## src/rtl/jpeg_stream_feeder.sv

```systemverilog
// Byte-to-word packer feeding a JPEG decoder through a 4-entry show-ahead FIFO.
// Packs bytes big-endian, zero-pads the final partial word and sequences one file at a time.
module jpeg_stream_feeder (
    input  logic        clk,
    input  logic        rst,
    input  logic [7:0]  ByteIn,
    input  logic        ByteInValid,
    input  logic        ByteInLast,
    output logic        ByteInReady,
    input  logic        Abort,
    output logic [31:0] DataOut,
    output logic        DataOutEnable,
    input  logic        DataOutRead,
    output logic        Busy,
    output logic [15:0] WordCount
);

    // state | meaning
    // IDLE  | no file in progress, FIFO empty
    // LOAD  | accepting bytes of the current file
    // DRAIN | last byte seen, input blocked until the FIFO empties
    typedef enum logic [1:0] {IDLE, LOAD, DRAIN} state_t;

    state_t      state_q;
    logic [31:0] mem_q [4];
    logic [1:0]  wr_ptr_q, rd_ptr_q;
    logic [2:0]  count_q, count_d;
    logic [1:0]  byte_cnt_q;
    logic [23:0] acc_q;
    logic [15:0] word_cnt_q, word_cnt_d, word_cnt_base;
    logic [31:0] push_word;
    logic        fifo_full, fifo_empty, transfer, push, pop;

    assign fifo_full     = (count_q == 3'd4);
    assign fifo_empty    = (count_q == 3'd0);
    assign ByteInReady   = !fifo_full && (state_q != DRAIN);
    assign transfer      = ByteInValid && ByteInReady && !Abort;
    assign push          = transfer && ((byte_cnt_q == 2'd3) || ByteInLast);
    assign pop           = DataOutRead && !fifo_empty && !Abort;
    assign count_d       = count_q + {2'b00, push} - {2'b00, pop};
    assign DataOut       = fifo_empty ? 32'h0 : mem_q[rd_ptr_q];
    assign DataOutEnable = !fifo_empty;
    assign Busy          = (state_q != IDLE);
    assign WordCount     = word_cnt_q;

    // Unfilled low bytes stay zero, which also gives the padding of a short last word.
    always_comb begin
        push_word = 32'h0;
        case (byte_cnt_q)
            2'd0:    push_word = {ByteIn, 24'h0};
            2'd1:    push_word = {acc_q[23:16], ByteIn, 16'h0};
            2'd2:    push_word = {acc_q[23:8], ByteIn, 8'h0};
            default: push_word = {acc_q, ByteIn};
        endcase
    end

    always_comb begin
        word_cnt_base = (state_q == IDLE && transfer) ? 16'h0 : word_cnt_q;
        word_cnt_d    = word_cnt_base;
        if (push && word_cnt_base != 16'hFFFF)
            word_cnt_d = word_cnt_base + 16'd1;
    end

    always_ff @(posedge clk or negedge rst) begin
        if (!rst) begin
            state_q    <= IDLE;
            wr_ptr_q   <= 2'd0;
            rd_ptr_q   <= 2'd0;
            count_q    <= 3'd0;
            byte_cnt_q <= 2'd0;
            acc_q      <= 24'h0;
            word_cnt_q <= 16'h0;
            for (int i = 0; i < 4; i++)
                mem_q[i] <= 32'h0;
        end else if (Abort) begin
            state_q    <= IDLE;
            wr_ptr_q   <= 2'd0;
            rd_ptr_q   <= 2'd0;
            count_q    <= 3'd0;
            byte_cnt_q <= 2'd0;
        end else begin
            case (state_q)
                IDLE:    if (transfer) state_q <= ByteInLast ? DRAIN : LOAD;
                LOAD:    if (transfer && ByteInLast) state_q <= DRAIN;
                DRAIN:   if (count_d == 3'd0) state_q <= IDLE;
                default: state_q <= IDLE;
            endcase
            if (transfer) begin
                byte_cnt_q <= push ? 2'd0 : byte_cnt_q + 2'd1;
                acc_q      <= push_word[31:8];
            end
            if (push) begin
                mem_q[wr_ptr_q] <= push_word;
                wr_ptr_q        <= wr_ptr_q + 2'd1;
            end
            if (pop)
                rd_ptr_q <= rd_ptr_q + 2'd1;
            count_q    <= count_d;
            word_cnt_q <= word_cnt_d;
        end
    end

endmodule

```

## config.mk

```make
export PLATFORM = sky130hd
export DESIGN_NAME = jpeg_stream_feeder
export DESIGN_NICKNAME = d
export VERILOG_FILES = /design/src/rtl/jpeg_stream_feeder.sv
export SDC_FILE = /design/constraint.sdc
export NUM_CORES = 1
export LEC_CHECK = 0
export BUFFER_PORTS_ARGS = -buffer_cell sky130_fd_sc_hd__buf_2
export CELL_PAD_IN_SITES_DETAIL_PLACEMENT = 1
export CELL_PAD_IN_SITES_GLOBAL_PLACEMENT = 1
export CORE_UTILIZATION = 43
export DETAILED_ROUTE_END_ITERATION = 7
export PLACE_DENSITY_LB_ADDON = 0.1
export SLEW_MARGIN = 20
export SYNTH_ARGS = -nofsm -noshare
export SYNTH_HDL_FRONTEND = slang
export SYNTH_SLANG_ARGS = --single-unit
```

## constraint.sdc

```tcl
create_clock -name clk -period 2.6 [get_ports clk]
set_input_delay 0.39 -clock clk [delete_from_list [all_inputs] [get_ports clk]]
set_output_delay 0.39 -clock clk [all_outputs]
set_load 0.05 [all_outputs]
```

; ---- Word level (Yosys, flattened, before mapping)
; Index checks and enable logic that the tools add are counted.
[totals]
output_inout_bits = 51
reg_bits = 179
[classes]
muxes = 24
n_bitwise = 3
n_addsub = 6
eq_ne = 11
reduce_logical = 25
magnitude_cmp = 3
[ops]
columns = operator, count
row1 = 128-bit bitwise mux, 1
row2 = 32-bit 2-to-1 mux, 4
row3 = 32-bit one-hot mux with 3 select lines, 1
row4 = 32-bit binary-select mux with 2-bit select, 1
row5 = 32-bit demux with 2-bit select, 1
row6 = 16-bit 2-to-1 mux, 2
row7 = 2-bit 2-to-1 mux, 12
row8 = "16-bit by 1-bit adder with 16-bit output, second input constant", 1
row9 = "16-bit != test, second input constant", 1
row10 = 1-bit logical AND, 10
row11 = "3-bit != test, second input constant", 3
row12 = 2-bit nonzero test, 4
row13 = "2-bit by 1-bit adder with 2-bit output, second input constant", 3
row14 = "2-bit equality test, second input constant", 3
row15 = "3-bit >= comparator, second input constant", 2
row16 = 3-bit logical NOT, 2
row17 = 2-bit NOT with 3-bit output, 2
row18 = 2-bit one-hot mux with 3 select lines, 1
row19 = "2-bit by 1-bit equality test with 1-bit output, second input constant", 2
row20 = 2-bit logical NOT, 2
row21 = 2-bit AND reduction, 2
row22 = 3-bit by 1-bit adder with 3-bit output, 1
row23 = "3-bit equality test, second input constant", 1
row24 = 1-bit logical NOT, 3
row25 = 7 further kinds, 7

; ---- Longest topological paths before layout
[depth]
ltp_word = 12
mapped_depth = 15
mapped_depth_nobuf = 14

; ---- Worst setup path before layout
; Ideal clock, no wire load.
[synth_timing]
kind = register to register
startpoint = reg count_q[1]
endpoint = reg state_q[1]
t_required_ns = 2.468
arrival_time_ns = 2.631
path_slack_ns = -0.163
setup_time_ns = 0.132
stages_incl_launch_ff = 15
path_buffers = 1
cell_sequence = dfrtp_1 > or3b_1 > and4_4 > buf_12 > inv_6 > ha_1 > inv_1 > ha_1 > inv_1 > fa_1 > xor2_1 > xnor2_1 > nand3b_1 > a2bb2oi_1 > nor2_1
[synth_between]
elab_chain_cells = 11
elab_cells_between_ends = 18
classes_between = 2 x add/sub / 4 x eq/ne / 12 x reduce/logical
[synth_rtl]
columns = item, line
row1 = "start, declared", 27  ; logic [2:0] count_q, count_d;
row2 = "start signal, assigned", 98  ; count_q <= count_d;
row3 = 3-bit equality test, 34  ; assign fifo_full = (count_q == 3'd4);
row4 = 1-bit logical NOT, 36  ; assign ByteInReady = !fifo_full && (state_q != DRAIN);
row5 = 1-bit logical AND, 36
row6 = 1-bit logical AND (2 in a row), 37  ; assign transfer = ByteInValid && ByteInReady && !Abort;
row7 = 1-bit logical AND, 38  ; assign push = transfer && ((byte_cnt_q == 2'd3) || ByteInLast);
row8 = 3-bit by 1-bit adder with 3-bit output, 40  ; assign count_d = count_q + {2'b00, push} - {2'b00, pop};
row9 = 3-bit by 1-bit subtractor with 3-bit output, 40
row10 = 3-bit logical NOT, 85  ; DRAIN: if (count_d == 3'd0) state_q <= IDLE;
row11 = 3-bit != test (no line), -
row12 = 3-bit AND reduction (no line) *, -
row13 = "end signal, assigned", 83  ; IDLE: if (transfer) state_q <= ByteInLast ? DRAIN : LOAD;
row14 = "end, declared", 24  ; state_t state_q;
; Mark *: on every way between the ends. The rest lies on a longest branch, timed or not.
; A chain may end at the register's enable or synchronous reset.

; ---- Worst setup path after layout
[layout_timing]
startpoint = reg byte_cnt_q[0]
endpoint = reg state_q[1]
[layout_between]
elab_chain_cells = 8
[layout_rtl]
columns = item, line
row1 = "start, declared", 28  ; logic [1:0] byte_cnt_q;
row2 = "start signal, assigned", 89  ; byte_cnt_q <= push ? 2'd0 : byte_cnt_q + 2'd1;
row3 = 2-bit equality test, 38
row4 = 1-bit logical OR, 38
row5 = 1-bit logical AND, 38
row6 = 3-bit by 1-bit adder with 3-bit output, 40
row7 = 3-bit by 1-bit subtractor with 3-bit output, 40
row8 = 3-bit logical NOT, 85
row9 = 3-bit != test (no line), -
row10 = 3-bit AND reduction (no line), -
; Every way passes these cells.

==> run summary <==
Row Count = 50
number of enable flip-flop cells after synthesis = 0
RSZ-0062 raised after global routing = yes
RR Endpoint = state_q[1]$_DFFE_PN0P_
clk slew on worst S/H paths = 60 ps
Distinct cells, synth = 50
Worst Path Max Fanout = 3
Synth area leader = dfrtp_1
hold path startpoint = DataOutRead
Initial Util = 0.440
Layout area overhead = 16.8%
fin crit share = 0.984
final worst path period need = 2560 ps
Clock Root Buffer = clkbuf_16
Post-DP HPWL = 14.2 mm
Synth top area share = 0.542
Worst EP required = 2910 ps
Non-Filler Instances = 1097
vias in the first global route = 6781
total gr overflow = 0
clk_lat worst skew = 430 ps
Critical Path AT = 2870 ps
Fin. Hold Viols = 0
Slew HR = 0.606
net count after synthesis = 808
antenna violations before repair = 0
htree depth = 4
first-pass GRT wire length = 35.7 mm
CP Capture Type = flop
die area = 0.0198 mm2
Vias per Instance = 5.63
Num CTS Buffers = 17
Avg WL per Cell = 19.5 um
worst clock skew = 10.5 ps
register-to-register setup slack = 40 ps
GPL Wtd Cong = 0.785
predominant post-synthesis flop cell = dfrtp_1
Die W = 141 um
Worst IR Drop VDD = 797 uV
Synth async-reset ratio = 1.00
Tightest Pin Transition = 590 ps
syn_area_per_cell = 10.6 um2
CP Launch Type = flop
DRC violations left = 0
Max Slew Vio Count = 0
Seq/Total Area, Yosys = 0.542
reg2reg start = byte_cnt_q[0]$_DFFE_PN0P_
yosys warns = 0
Post-Route WL = 21.4 mm
Lkg Pwr = 4.38 nW
cell count after synthesis = 781
core area = 0.0188 mm2
reg2reg path depth = 14
antenna viol nets, final = 0
run status = completed
total track usage = 0.235
max_cap viols = 0
Fillers = 2084
# diodes = 0
Area contributors post-synth = dfrtp_1 (54%), mux4_2 (8.7%), o21ai_0 (7.9%), nand2_1 (6.9%), and2_1 (2.6%)
fmax = 0.391 GHz
Max Buffers Root-to-Sink = 2
Setup-failing EPs final = 0
Sum Neg Setup Slack = 0 ps
via count = 6172
Placed Instances = 1062
# IOs = 65
total power divided by cell area = 874 mW/mm2
synthesized flop and latch total = 179
Initial DRT Pass Iterations = 4
worst min path class = in2reg
clock sink count = 179
hold path cells = 4
PortBufs = 64
largest net degree at the start of global routing = 57
fin nets = 877
WHS Endpoint = rd_ptr_q[0]$_DFFE_PN0P_
die height = 141 um
area occupied by multi-input gates = 0.00353 mm2
DR iter-0 viols = 316
layout cells sized above 1 = 0.220
mapped cell area = 0.00826 mm2
CTS tree = built
Crit Path Class = reg2reg
FF+latch area = 0.00448 mm2
==> critical path, cell delays in order (launching register included) <==
cell       delay [ps]
dfrtp_1           410
ha_4              190
o21ba_4           190
and4_4            210
inv_8              50
ha_4              180
inv_2              60
ha_4              120
inv_2              40
fa_2              340
xor2_1            150
xnor2_1           200
nand3b_1          120
a2bb2oi_2         130
nor2_1             50
==> per-layer routing <==
layer,GRT usage,part of all wire
met5,0,0
met1,0.306,0.45
met3,0.0333,0.022
met2,0.410,0.52
met4,0.0692,0.012
==> metrics by stage <==
stage                util  instance area [um2]  hold WS [ps]  total power [mW]  setup WS [ps]
floorplan               -                 8300          94.4              5.12          -51.4
global placement    0.481                 9020           370              5.79           78.1
detailed placement  0.481                 9020           381              5.90           21.1
CTS                 0.512                 9610           347              8.49           11.5
global route        0.514                 9650           367              8.88          -49.8
finish              0.514                 9650           357              8.44           42.1
==> cell families (layout without fill, tap and decap cells) <==
group,Yosys count,count (layout),synth area share
muxes,33,33,0.0884
adders and majority gates,13,13,0.0206
xor gates and xnor gates,15,15,0.0159
and+or+nand+nor,291,291,0.167
DFF,179,179,0.542
AOI/OAI and AO/OA,190,190,0.127
buffers and inverters,60,142,0.0391
==> area by class of cell <==
cell class	count	area share
clock buffers	18	0.0445
clock inverters	14	0.0157
inverters	10	0.00467
multi-input cells	542	0.366
flip-flops and latches	179	0.464
well taps	234	0.0303
repair buffers	100	0.0750
==> repair_timing <==
action	in CTS	in global routing
pin swaps	1	4
endpoints found under the hold margin	49	0
setup endpoints to repair	1	3
setup buffers	0	2
gates resized for setup	0	4
hold buffers	1	0
==> placed cells by master (no fill, tap or decap), types with 2 or more instances in the layout <==
cell         n
nand4_1      8
nor3_1       3
nor2b_1      5
nand3b_1     2
xor2_1       8
xnor2_1      7
or3_1        5
nor4b_2      2
inv_2        2
bufinv_16    2
buf_12      10
nand3_1      8
inv_1        7
nor2_1      46
inv_8        2
buf_4       25
nand2_1    152
nor4_1       5
and2_1      34
o21ai_0    131
mux4_2      32
nand2b_1     2
nor4_4       2
dfrtp_1    178
buf_2       63
a21oi_1     29
and3_1       4
ha_1         8
inv_6        4
clkinv_2     4
nand2_2      4
clkinv_4     2
a22oi_1     22
ha_4         3
clkbuf_16   17
==> report_power, final <==
group / switching [mW] / internal (mW) / total, mW
Clock: 1.14 / 1.43 / 2.57
Combinational: 1.54 / 0.857 / 2.39
Sequential: 0.260 / 3.22 / 3.48
==> registers in the layout, summed over array words and instances (netlist names) <==
signal,cells
byte_cnt_q,2
count_q,3
rd_ptr_q,2
wr_ptr_q,2
mem_q,128
WordCount,16
state_q,2
acc_q,24
==> worst max path at each step <==
stage / end / start / cells past startpoint / slack [ps]
2_1_floorplan: state_q[1]$_DFFE_PN0P_ / count_q[1]$_DFF_PN0_ / 14 / -50
5_1_grt: state_q[1]$_DFFE_PN0P_ / byte_cnt_q[1]$_DFFE_PN0P_ / 14 / -50
6_report: state_q[1]$_DFFE_PN0P_ / byte_cnt_q[0]$_DFFE_PN0P_ / 14 / 40
4_1_cts: state_q[1]$_DFFE_PN0P_ / byte_cnt_q[0]$_DFFE_PN0P_ / 14 / 10
3_3_place_gp: state_q[1]$_DFFE_PN0P_ / Abort / 14 / 80
3_5_place_dp: state_q[1]$_DFFE_PN0P_ / Abort / 14 / 20
==> cells in the mapped netlist, types with 2 or more instances <==
library cell	n
dfrtp_1	179
nand2_1	152
o21ai_0	131
nor2_1	47
and2_1	34
mux4_2	32
a21oi_1	29
a22oi_1	22
buf_2	16
clkbuf_1	13
buf_4	12
ha_1	12
inv_1	9
nand3_1	8
nand4_1	8
xor2_1	8
xnor2_1	7
nor2b_1	5
nor4_1	5
or3_1	5
and3_1	4
buf_1	4
nand2_2	4
clkbuf_2	3
nor3_1	3
nand2b_1	2
nand3b_1	2
nor4_2	2
nor4b_2	2
(Power assumes the default switching activity.)
